[src/rtl/sync_gen_pkg.sv]
// Shared constants and state encoding for the periodic sync pulse generator.
package sync_gen_pkg;

  localparam int PERIOD_W_DEFAULT = 32;
  localparam int PULSE_LEN_MAX    = 255;
  localparam int PULSE_CNT_W      = 8;

  typedef enum logic {
    IDLE = 1'b0,
    RUN  = 1'b1
  } sync_state_t;

  // Out-of-range pulse lengths are pulled into 1..PULSE_LEN_MAX.
  function automatic int clamp_pulse_len(input int len);
    if (len < 1)             return 1;
    if (len > PULSE_LEN_MAX) return PULSE_LEN_MAX;
    return len;
  endfunction

endpackage

[src/rtl/rise_edge_detect.sv]
// Rising-edge detector for software-register level triggers.
module rise_edge_detect (
  input  logic user_clk,
  input  logic user_rst,
  input  logic din,
  output logic rise
);

  logic din_d;

  always_ff @(posedge user_clk) begin
    if (user_rst) din_d <= 1'b0;
    else          din_d <= din;
  end

  // The edge output is named 'rise' because 'edge' is a reserved word.
  assign rise = din & ~din_d;

endmodule

[src/rtl/sync_gen_core.sv]
// Periodic sync pulse generator: armed by a rising edge of 'arm', fires every
// period_active cycles and re-samples sync_period only at each wrap.
module sync_gen_core
  import sync_gen_pkg::*;
#(
  parameter int PERIOD_W  = PERIOD_W_DEFAULT,
  parameter int PULSE_LEN = 1
) (
  input  logic                user_clk,
  input  logic                user_rst,
  input  logic [PERIOD_W-1:0] sync_period,
  input  logic                arm,
  output logic                sync_out,
  output logic [PERIOD_W-1:0] sync_count,
  output logic [PERIOD_W-1:0] period_active,
  output logic                running
);

  localparam int PULSE_EFF = clamp_pulse_len(PULSE_LEN);
  localparam int CMP_W     = PERIOD_W + PULSE_CNT_W;

  sync_state_t             state;
  logic [PERIOD_W-1:0]     cnt;
  logic [PULSE_CNT_W-1:0]  pulse_left;
  logic                    arm_edge;
  logic                    restart;
  logic                    wrap;
  logic                    fire;
  logic                    stop;
  logic [CMP_W-1:0]        period_ext;
  logic [PULSE_CNT_W-1:0]  pulse_load;

  rise_edge_detect u_arm_edge (
    .user_clk (user_clk),
    .user_rst (user_rst),
    .din      (arm),
    .rise     (arm_edge)
  );

  // Every event loads its period from sync_period, so the pulse cap uses it too.
  always_comb begin
    restart    = arm_edge && (sync_period != '0);
    wrap       = (state == RUN) && (cnt == period_active - PERIOD_W'(1));
    fire       = restart || (wrap && (sync_period != '0));
    stop       = !restart && wrap && (sync_period == '0);
    period_ext = CMP_W'(sync_period);
    if (period_ext < CMP_W'(PULSE_EFF))
      pulse_load = PULSE_CNT_W'(period_ext - CMP_W'(1));
    else
      pulse_load = PULSE_CNT_W'(PULSE_EFF - 1);
  end

  always_ff @(posedge user_clk) begin
    if (user_rst) begin
      state         <= IDLE;
      running       <= 1'b0;
      cnt           <= '0;
      period_active <= '0;
      pulse_left    <= '0;
      sync_out      <= 1'b0;
      sync_count    <= '0;
    end else begin
      if (restart) begin
        state         <= RUN;
        running       <= 1'b1;
        cnt           <= '0;
        period_active <= sync_period;
      end else if (wrap) begin
        cnt           <= '0;
        period_active <= sync_period;
        if (sync_period == '0) begin
          state   <= IDLE;
          running <= 1'b0;
        end
      end else if (state == RUN) begin
        cnt <= cnt + PERIOD_W'(1);
      end

      // pulse_left counts the high cycles still owed after the current one.
      if (fire) begin
        sync_out   <= 1'b1;
        pulse_left <= pulse_load;
        sync_count <= sync_count + PERIOD_W'(1);
      end else if (stop) begin
        sync_out   <= 1'b0;
        pulse_left <= '0;
      end else if (pulse_left != '0) begin
        pulse_left <= pulse_left - PULSE_CNT_W'(1);
      end else begin
        sync_out <= 1'b0;
      end
    end
  end

endmodule
[config.mk]
export PLATFORM = sky130hd
export DESIGN_NAME = sync_gen_core
export DESIGN_NICKNAME = d
export VERILOG_FILES = /design/src/rtl/sync_gen_pkg.sv /design/src/rtl/rise_edge_detect.sv /design/src/rtl/sync_gen_core.sv
export SDC_FILE = /design/constraint.sdc
export NUM_CORES = 1
export LEC_CHECK = 0
export BUFFER_PORTS_ARGS = -buffer_cell sky130_fd_sc_hd__buf_2
export CORE_MARGIN = 4
export CORE_UTILIZATION = 55
export CTS_BUF_LIST = sky130_fd_sc_hd__clkbuf_16
export CTS_CLUSTER_DIAMETER = 30
export CTS_CLUSTER_SIZE = 16
export DETAILED_ROUTE_END_ITERATION = 16
export PLACE_DENSITY_LB_ADDON = 0.15
export SYNTH_ARGS = -nofsm -noshare
export SYNTH_HDL_FRONTEND = slang
export SYNTH_SLANG_ARGS = --single-unit
[constraint.sdc]
create_clock -name user_clk -period 5.7 [get_ports user_clk]
set_input_delay 1.71 -clock user_clk [delete_from_list [all_inputs] [get_ports user_clk]]
set_output_delay 1.71 -clock user_clk [all_outputs]
set_load 0.02 [all_outputs]
==> results of run 1 <==
-- power by group through the flow --
stage          sequential, mW  clock (mW)  combinational [mW]
4_1_cts                 0.847       0.660               0.428
5_1_grt                 0.854       0.685               0.474
2_1_floorplan           0.866           0               0.322
6_report                0.849       0.647               0.428
3_5_place_dp            0.863           0               0.425
3_3_place_gp            0.861           0               0.412
-- cells in the final DEF (no fill, tap or decap), types with 6 or more instances in the layout --
cell / instances
nand3_1: 22
xor2_1: 35
ha_1: 6
nor2_1: 104
buf_2: 100
nand2_1: 42
inv_1: 12
nor4_1: 20
clkbuf_16: 9
dfxtp_1: 107
xnor2_1: 41
nor3_1: 16
or4_1: 13
mux2i_1: 36
o21ai_0: 23
o31ai_1: 11
nor3b_1: 10
and4_1: 6
or3_1: 19
and3_1: 13
a21oi_1: 35
nand4_1: 23
-- final timing paths --
check                   start        endpoint  slack (ns)  cells past startpoint
max           sync_period[20]  sync_count[11]        1.38                      9
min            sync_count[27]  sync_count[27]        0.50                      2
max reg2reg  period_active[0]  sync_count[11]        1.57                     12
min reg2reg    sync_count[27]  sync_count[27]        0.50                      2
-- critical path, delay by kind of cell --
| kind | cells | cell delay, ns |
|---|---|---|
| AO/OA/AOI/OAI | 3 | 0.95 |
| AND/OR/NAND/NOR | 4 | 1.50 |
| buffers and inverters | 2 | 0.41 |
-- layer usage --
metal  wire (um)  GRT usage [%]  up-vias
met3         628          4.203       26
met2        7272          40.33      150
li1            -              -     2636
met1        6429          28.35     2581
met5           0              0        -
met4         386          8.840        0
-- flip-flops by register name, summed over array words and instances, names as in the netlist --
register and flops:
u_arm_edge.din_d 1, sync_out 1, cnt 32, sync_count 32, period_active 32, state 1
pulse_left 8
-- logic make-up after synthesis --
kind of cell / synth area share [%]
AND/OR/NAND/NOR: 29.83
flip-flops: 36.69
AO/OA/AOI/OAI: 10.76
XOR/XNOR: 11.40
buffers and inverters: 3.665
multiplexers: 6.365
adder cells (fa/ha/maj): 1.286
-- through the flow --
stage	total power [mW]	utilization, %
finish	1.924	64.71
global route	2.014	64.71
CTS	1.936	64.68
detailed placement	1.288	61.71
global placement	1.273	61.71
floorplan	1.188	-
-- area by class of cell --
type | instances | area, um2 | share of cell area (%)
Timing Repair Buffer | 104 | 530.5 | 7.942
Tap cell | 136 | 170.2 | 2.547
Inverter | 12 | 45.04 | 0.6743
Clock inverter | 6 | 81.33 | 1.217
Antenna cell | 1 | 2.502 | 0.03746
Clock buffer | 9 | 225.2 | 3.371
Multi-Input combinational cell | 537 | 3483 | 52.14
Sequential cell | 107 | 2142 | 32.07
==> key figures, run 1 <==
Power
  – P per Cell Area: 288.0 nW/um2
  – Clock power share: 33.6%
  – Reg power frac: 44.1%
  – Peak VDD IR: ~270 uV
  – Internal power: 1.359 mW
  – Combinational Power Share: 22.3%
  – Static leakage power: about 2.6 nW
  – Sw power: 0.5650 mW
  – Switching power share of the total: 29.37%

Clocking
  – Clk sinks: 107
  – Cts repair resizes: 0
  – Cts hold-fix bufs: 0
  – Clock Tree Buf Depth: 2
  – Clk_lat worst skew: 0.34 ns
  – Post-CTS setup buffer count: 0
  – Htree depth: 3
  – CTS tree: built
  – Worst-path clk slew: 0.07 ns
  – Clk root buf: clkbuf_16
  – TritonCTS buffer count: 9

Setup path
  – Worst Setup End Kind: flip-flop
  – Cells along the critical path: buf_2 -> or4_1 -> nor4_1 -> nand4b_1 -> and3b_1 -> a31oi_4 -> buf_4 -> o31ai_1 -> a21oi_1
  – Max incr delay on CP: 0.66 ns
  – CP startpoint kind: input pin
  – Max FO, Critical Path: 36
  – Crit Path Category: in -> reg
  – CP max-delay cell: a31oi_4
  – CP Data Required Time: 5.96 ns
  – Arrival time worst endpoint: 4.58 ns

Floorplan
  – Chip Width: 111.0 um
  – Initial Utilization: between 50 and 60%
  – Full die area: 12,330 um2
  – Core area: slightly above 10,000 um2
  – # rows: 37
  – Die H: 111.0 um
  – # IOs: 101

Placement
  – Placed Cells: 896
  – Post-detail-place hpwl: 10,610 um
  – Port Buffers: 100
  – Post-place setup slack: between 1 and 1.5 ns
  – GP Congestion: 0.8880
  – Dpl cell area: 6371 um2

STA
  – Fmax: approximately 0.23 GHz
  – Worst hold slack: 0.4954 ns
  – Max_slew headroom: about 46%
  – Final worst slack: 1.377 ns
  – Worst Skew: 0.006324 ns
  – RSZ-0062 raised after global routing: false
  – Slew @ Worst Pin: 0.8167 ns
  – Final hold violations: 0
  – Final Max Tran Viols: 0
  – Fin Setup TNS: 0 ns
  – Final setup fails: 0
  – Fin crit period: roughly 4.3 ns
  – Fin crit share: 75.84%

Cells and area
  – Final Instance Count excl. Fillers: 912
  – Layout cells sized above 1: between 10% and 20%
  – Finished Cell Area: 6680 um2
  – Final #Nets: slightly above 800
  – # fillers: 856
  – Area Growth Syn to Fin: 14.42%

Global route
  – First-pass GRT wire length: 24,060 um
  – Initial antenna violation count: 1
  – Largest net degree at the start of global routing: 70
  – GRT overflow: 0
  – GRT Overall Usage: a little under a quarter
  – Vias in the first global route: between 5,000 and 6,000

Yosys
  – FF+latch count, synth: 107
  – Async S/R FF share, synth: 0%
  – Most frequent cell after synthesis: dfxtp_1
  – Post-synthesis average cell area: around 8.4 um2
  – Sequential share of the synthesized area: a little under two fifths
  – Synth area leader: dfxtp_1
  – Synth top area share: 36.69%
  – Synth cell types: 54
  – Gate Count Post-Synth: a little under 700
  – Top_reg_cell synth: dfxtp_1
  – Post-synth top cells: dfxtp_1 (107), nor2_1 (104), nand2_1 (42)
  – Syn Nets: 735
  – Number of synthesized flops with an enable pin: 0
  – Synth warn: 0
  – Synth area leaders: dfxtp_1 (37%), nor2_1 (6.7%), mux2i_1 (6.2%)
  – Netlist Area Pre-Place: 5838 um2

Job
  – Number of max-cap violations: 0

Route
  – DR vias: 5,393
  – Initial DRC count: 396
  – WL final: 14,720 um
  – Routed Antenna Nets: 0
  – Post-route DRC: 0
  – Drt first pass iters: 5
  – Avg WL per Cell: 16.14 um
  – Via density: 5.913

Status
  – Status: completed

Hold path
  – Worst hold path class: reg -> reg
(Power assumes the default switching activity.)
==> run 2: changes to the inputs <==
==> constraint.sdc (replaced) <==
create_clock -name user_clk -period 4.13 [get_ports user_clk]
set_input_delay 1.239 -clock user_clk [delete_from_list [all_inputs] [get_ports user_clk]]
set_output_delay 1.239 -clock user_clk [all_outputs]
set_load 0.02 [all_outputs]
==> key figures, run 2 (synthesized netlist as in run 1, its figures left out) <==
Clocking
  – Worst-path clk slew: 0.07 ns (about the same)
  – Post-CTS setup buffer count: 0 (unchanged)
  – CTS tree: built
  – Htree depth: 3 (unchanged)
  – Clk sinks: 107 (unchanged)
  – Clock Tree Buf Depth: 2 (unchanged)
  – TritonCTS buffer count: 9 (unchanged)
  – Clk_lat worst skew: 0.34 ns (about the same)
  – Cts repair resizes: 0 (unchanged)
  – Clk root buf: clkbuf_16
  – Cts hold-fix bufs: 0 (unchanged)

STA
  – RSZ-0062 raised after global routing: false
  – Worst hold slack: 0.4925 ns (-0.002931 ns)
  – Max_slew headroom: 51.01% (+5.5 points)
  – Fmax: 0.2593 GHz
  – Final hold violations: 0 (unchanged)
  – Fin crit share: 93.37%
  – Worst Skew: 0.003981 ns (-0.002342 ns)
  – Final Max Tran Viols: 0 (unchanged)
  – Fin crit period: 3.856 ns
  – Final setup fails: 0 (unchanged)
  – Fin Setup TNS: 0 ns (unchanged)
  – Slew @ Worst Pin: 0.7349 ns (-0.08178 ns)

Cells and area
  – Number of inserted diodes: 0 (-1)
  – Finished Cell Area: 6788 um2 (+1.6%)
  – Most frequent cells in the layout: dfxtp_1 (107), nor2_1 (104), buf_2 (100)
  – Layout cells sized above 1: 17.98% (+0.95 points)
  – Largest regs: cnt (32), period_active (32), sync_count (32)
  – Commonest non-fill, non-tap cell in the layout: dfxtp_1
  – Area Growth Syn to Fin: 16.27%
  – Final #Nets: 820 (+0.99%)
  – Core Util, Final: 65.75% (+1.0 points)
  – # fillers: 842 (-1.6%)

Setup path
  – Crit Path Category: reg -> reg
  – CP Data Required Time: 4.36 ns (-1.60 ns)
  – Worst Setup End Kind: flip-flop
  – CP startpoint kind: flip-flop
  – Max FO, Critical Path: 31 (-14%)
  – Arrival time worst endpoint: 4.09 ns (-0.49 ns)

Placement
  – Dpl cell area: 6444 um2 (+1.1%)
  – Port Buffers: 100 (unchanged)
  – GP Congestion: 0.8863 (-0.19%)
  – Post-detail-place hpwl: 10,970 um (+3.5%)

Route
  – WL final: 15,360 um (+4.3%)
  – Routed Antenna Nets: 0 (unchanged)
  – Avg WL per Cell: 16.69 um (+3.4%)
  – Initial DRC count: 374 (-5.6%)
  – DR vias: 5,466 (+1.4%)
  – Drt first pass iters: 5 (unchanged)
  – Post-route DRC: 0 (unchanged)
  – Via density: 5.941 (+0.47%)

Power
  – P per Cell Area: 406.8 nW/um2 (+41%)
  – Design Power: 2.761 mW (+44%)
  – Static leakage power: 2.672 nW (+2.3%)
  – Peak VDD IR: 219.4 uV (-18%)

Floorplan
  – Die H: 111.0 um (unchanged)
  – # rows: 37 (unchanged)
  – # IOs: 101 (unchanged)
  – Core area: 10,320 um2 (unchanged)
  – Chip Width: 111.0 um (unchanged)
  – Initial Utilization: 56.55% (unchanged)
  – Full die area: 12,330 um2 (unchanged)

Global route
  – Largest net degree at the start of global routing: 69 (-1.4%)
  – Vias in the first global route: 5,325 (+5.4%)
  – First-pass GRT wire length: 25,480 um (+5.9%)
  – Initial antenna violation count: 0 (-1)
  – GRT Overall Usage: 24.56% (+1.4 points)
  – GRT overflow: 0 (unchanged)

Job
  – Number of max-cap violations: 0 (unchanged)

Hold path
  – Worst hold path class: reg -> reg

Status
  – Status: completed
## run 2: area by class of cell
cell class / count / area, um2 / area share, %
Multi-Input combinational cell: 537 / 3483 / 51.32
Tap cell: 136 / 170.2 / 2.507
Sequential cell: 107 / 2142 / 31.56
Clock inverter: 7 / 115.1 / 1.696
Clock buffer: 9 / 225.2 / 3.318
Timing Repair Buffer: 112 / 606.8 / 8.940
Inverter: 12 / 45.04 / 0.6636
## run 2: final timing paths
check / start / end / slack, ns / depth (start not counted)
setup reg to reg: period_active[0] / cnt[1] / 0.27 / 13
setup / recovery: period_active[0] / cnt[1] / 0.27 / 13
hold / removal: sync_count[27] / sync_count[27] / 0.49 / 2
hold reg to reg: sync_count[27] / sync_count[27] / 0.49 / 2
## run 2: through the flow
stage,std cells,worst slack [ns]
global placement,904,0.2842
detailed placement,904,0.1842
CTS,920,0.2665
floorplan,694,0.6384
global route,920,0.006521
finish,920,0.2740
## run 2: worst max-delay path: stages (launching register included)
cell      delay (ns)
dfxtp_1         0.37
inv_1           0.10
ha_1            0.19
buf_4           0.15
nor2b_1         0.32
nand3b_1        0.32
nor4_2          0.42
xnor2_1         0.11
a2111o_1        0.42
a211oi_4        0.30
a21o_2          0.20
or2_2           0.53
buf_4           0.26
nor2_1          0.06
## run 2: per-layer routing
layer  wire (um)  vias to the layer above  GRT usage, %
met3         657                       25         3.166
li1            -                     2652             -
met4         296                        0         9.165
met1        6755                     2641         31.09
met5           0                        -             0
met2        7646                      148         42.72
## run 2: power by group
part / switching, mW / leakage [nW] / internal, mW
logic: 0.347 / 1.64 / 0.272
registers: 0.0751 / 0.870 / 1.09
clock network: 0.384 / 0.163 / 0.592
total: 0.806 / 2.67 / 1.95
==> run 3: changes to the inputs <==
--- a/config.mk
+++ b/config.mk
@@ -5,9 +5,10 @@
 export SDC_FILE = /design/constraint.sdc
 export NUM_CORES = 1
 export LEC_CHECK = 0
+export ABC_CLOCK_PERIOD_IN_PS = 4130
 export BUFFER_PORTS_ARGS = -buffer_cell sky130_fd_sc_hd__buf_2
 export CORE_MARGIN = 4
-export CORE_UTILIZATION = 55
+export CORE_UTILIZATION = 57
 export CTS_BUF_LIST = sky130_fd_sc_hd__clkbuf_16
 export CTS_CLUSTER_DIAMETER = 30
 export CTS_CLUSTER_SIZE = 16
==> key figures, run 3 (synthesized netlist as in run 1, its figures left out) <==
Status
  – Status: completed

Clocking
  – Cts repair resizes: 0 (unchanged)
  – Clk_lat worst skew: 0.35 ns (about the same)
  – CTS tree: built
  – Clk root buf: clkbuf_16
  – Clock Tree Buf Depth: 2 (unchanged)
  – Htree depth: 3 (unchanged)
  – Cts hold-fix bufs: 0 (unchanged)
  – Clk sinks: 107 (unchanged)
  – Post-CTS setup buffer count: 0 (unchanged)
  – TritonCTS buffer count: 9 (unchanged)
  – Worst-path clk slew: 0.07 ns (about the same)

Placement
  – Port Buffers: 100 (unchanged)
  – Post-detail-place hpwl: 10,850 um (-1.1%)
  – GP Congestion: 0.8365 (-5.6%)

Hold path
  – Hold Path Depth: 2 (unchanged)
  – Worst hold path class: reg -> reg

Setup path
  – CP startpoint kind: flip-flop
  – FF-to-FF path depth: 12 (-1)
  – Worst Setup End Kind: flip-flop
  – Arrival time worst endpoint: 3.97 ns (-0.12 ns)
  – Crit Path Category: reg -> reg
  – CP Data Required Time: 4.35 ns (about the same)
  – Max FO, Critical Path: 33 (+6.5%)

Route
  – WL final: 15,110 um (-1.6%)
  – DR vias: 5,451 (-0.27%)
  – Post-route DRC: 0 (unchanged)
  – Initial DRC count: 439 (+17%)
  – Via density: 5.970 (+0.49%)
  – Avg WL per Cell: 16.55 um (-0.85%)
  – Routed met2 length: 7377 um (-3.5%)
  – DR top layer: met4
  – Metal3 WL: 1020 um (+55%)
  – Drt first pass iters: 5 (unchanged)
  – Routed Antenna Nets: 0 (unchanged)
  – Met1 Wirelength: 6505 um (-3.7%)

Cells and area
  – Largest regs: cnt (32), period_active (32), sync_count (32)
  – # fillers: 809 (-3.9%)
  – Commonest non-fill, non-tap cell in the layout: dfxtp_1
  – Layout cells sized above 1: 17.44% (-0.55 points)
  – Number of inserted diodes: 0 (unchanged)
  – Most frequent cells in the layout: dfxtp_1 (107), nor2_1 (104), buf_2 (100)
  – Final #Nets: 816 (-0.49%)
  – Area Growth Syn to Fin: 14.81%
  – Core Util, Final: 67.95% (+2.2 points)

Power
  – P per Cell Area: 394.2 nW/um2 (-3.1%)
  – Static leakage power: 2.629 nW (-1.6%)
  – Peak VDD IR: 226.7 uV (+3.4%)

Floorplan
  – Die H: 109.2 um (-1.6%)
  – Initial Utilization: 59.18% (+2.6 points)
  – Full die area: 11,930 um2 (-3.3%)
  – Chip Width: 109.2 um (-1.6%)
  – # IOs: 101 (unchanged)
  – Core area: 9864 um2 (-4.4%)
  – # rows: 36 (-2.7%)

Global route
  – GRT Overall Usage: 25.32% (+0.76 points)
  – First-pass GRT wire length: 24,160 um (-5.2%)
  – Vias in the first global route: 4,966 (-6.7%)
  – GRT overflow: 0 (unchanged)
  – Largest net degree at the start of global routing: 48 (-30%)
  – Initial antenna violation count: 0 (unchanged)

STA
  – Final setup fails: 0 (unchanged)
  – Fin crit share: 90.80% (-2.6 points)
  – Slew @ Worst Pin: 0.6610 ns (-0.07392 ns)
  – Max_slew headroom: 55.53% (+4.5 points)
  – Fin crit period: 3.750 ns (-0.1061 ns)
  – Fmax: 0.2667 GHz (+2.8%)
  – Final Max Tran Viols: 0 (unchanged)
  – Fin Setup TNS: 0 ns (unchanged)
  – RSZ-0062 raised after global routing: false
  – Worst hold slack: 0.4969 ns (+0.004420 ns)
  – Worst Skew: 0.01116 ns (+0.007184 ns)
  – Final hold violations: 0 (unchanged)

Job
  – Number of max-cap violations: 0 (unchanged)
run 3: cell count changes in the layout (fill, tap and decap cells not counted):
cell | before | now
bufinv_16 | 3 | 1
buf_4 | 10 | 7
buf_6 | 1 | 0
clkinv_4 | 0 | 1
clkinv_1 | 1 | 2
run 3: metal layers:
| layer | global-route usage (%) | vias up |
|---|---|---|
| met5 | 0 | - |
| met4 | 6.857 | 0 |
| met3 | 3.908 | 20 |
| met2 | 42.72 | 204 |
| met1 | 33.79 | 2586 |
| li1 | - | 2641 |
run 3: worst paths after layout:
kind	start	slack (ns)	end
max	period_active[0]	0.38	period_active[30]
min	sync_count[27]	0.50	sync_count[27]
max reg2reg	period_active[0]	0.38	period_active[30]
min reg2reg	sync_count[27]	0.50	sync_count[27]
run 3: where the power goes:
| part | internal (mW) | total, mW | leakage [nW] | switching [mW] |
|---|---|---|---|---|
| clock network | 0.469 | 0.866 | 0.141 | 0.397 |
| logic | 0.267 | 0.605 | 1.62 | 0.338 |
| registers | 1.09 | 1.17 | 0.870 | 0.0805 |
| total | 1.83 | 2.64 | 2.63 | 0.816 |
run 3: final cells by class:
type	instances	area, um2	share of cell area (%)
clock buffer	9	225.2	3.360
clock inverter	7	67.56	1.008
inverter	12	45.04	0.6720
multi-input combinational	537	3483	51.97
sequential	107	2142	31.96
tap	133	166.4	2.483
timing repair buffer	108	573.1	8.550
run 3: critical path: stages, from the launching register on:
cell and delay, ns:
dfxtp_1 0.37, inv_1 0.08, ha_1 0.21, nor4b_1 0.36
nand2_1 0.21, a2111o_1 0.40, a2111oi_0 0.45, nor4b_2 0.27
o2111a_2 0.28, a21o_2 0.14, buf_4 0.50, mux2i_1 0.29
nor2_1 0.05
run 3: stage by stage:
stage	area [um2]	total power, mW	setup slack (ns)	cells
after CTS	6703	2.640	0.3698	913
after detailed placement	6410	1.785	0.2143	897
after global placement	6410	1.768	0.2418	897
final	6703	2.642	0.3801	913
after global routing	6703	2.751	0.08308	913
after floorplan	5838	1.640	0.6384	694
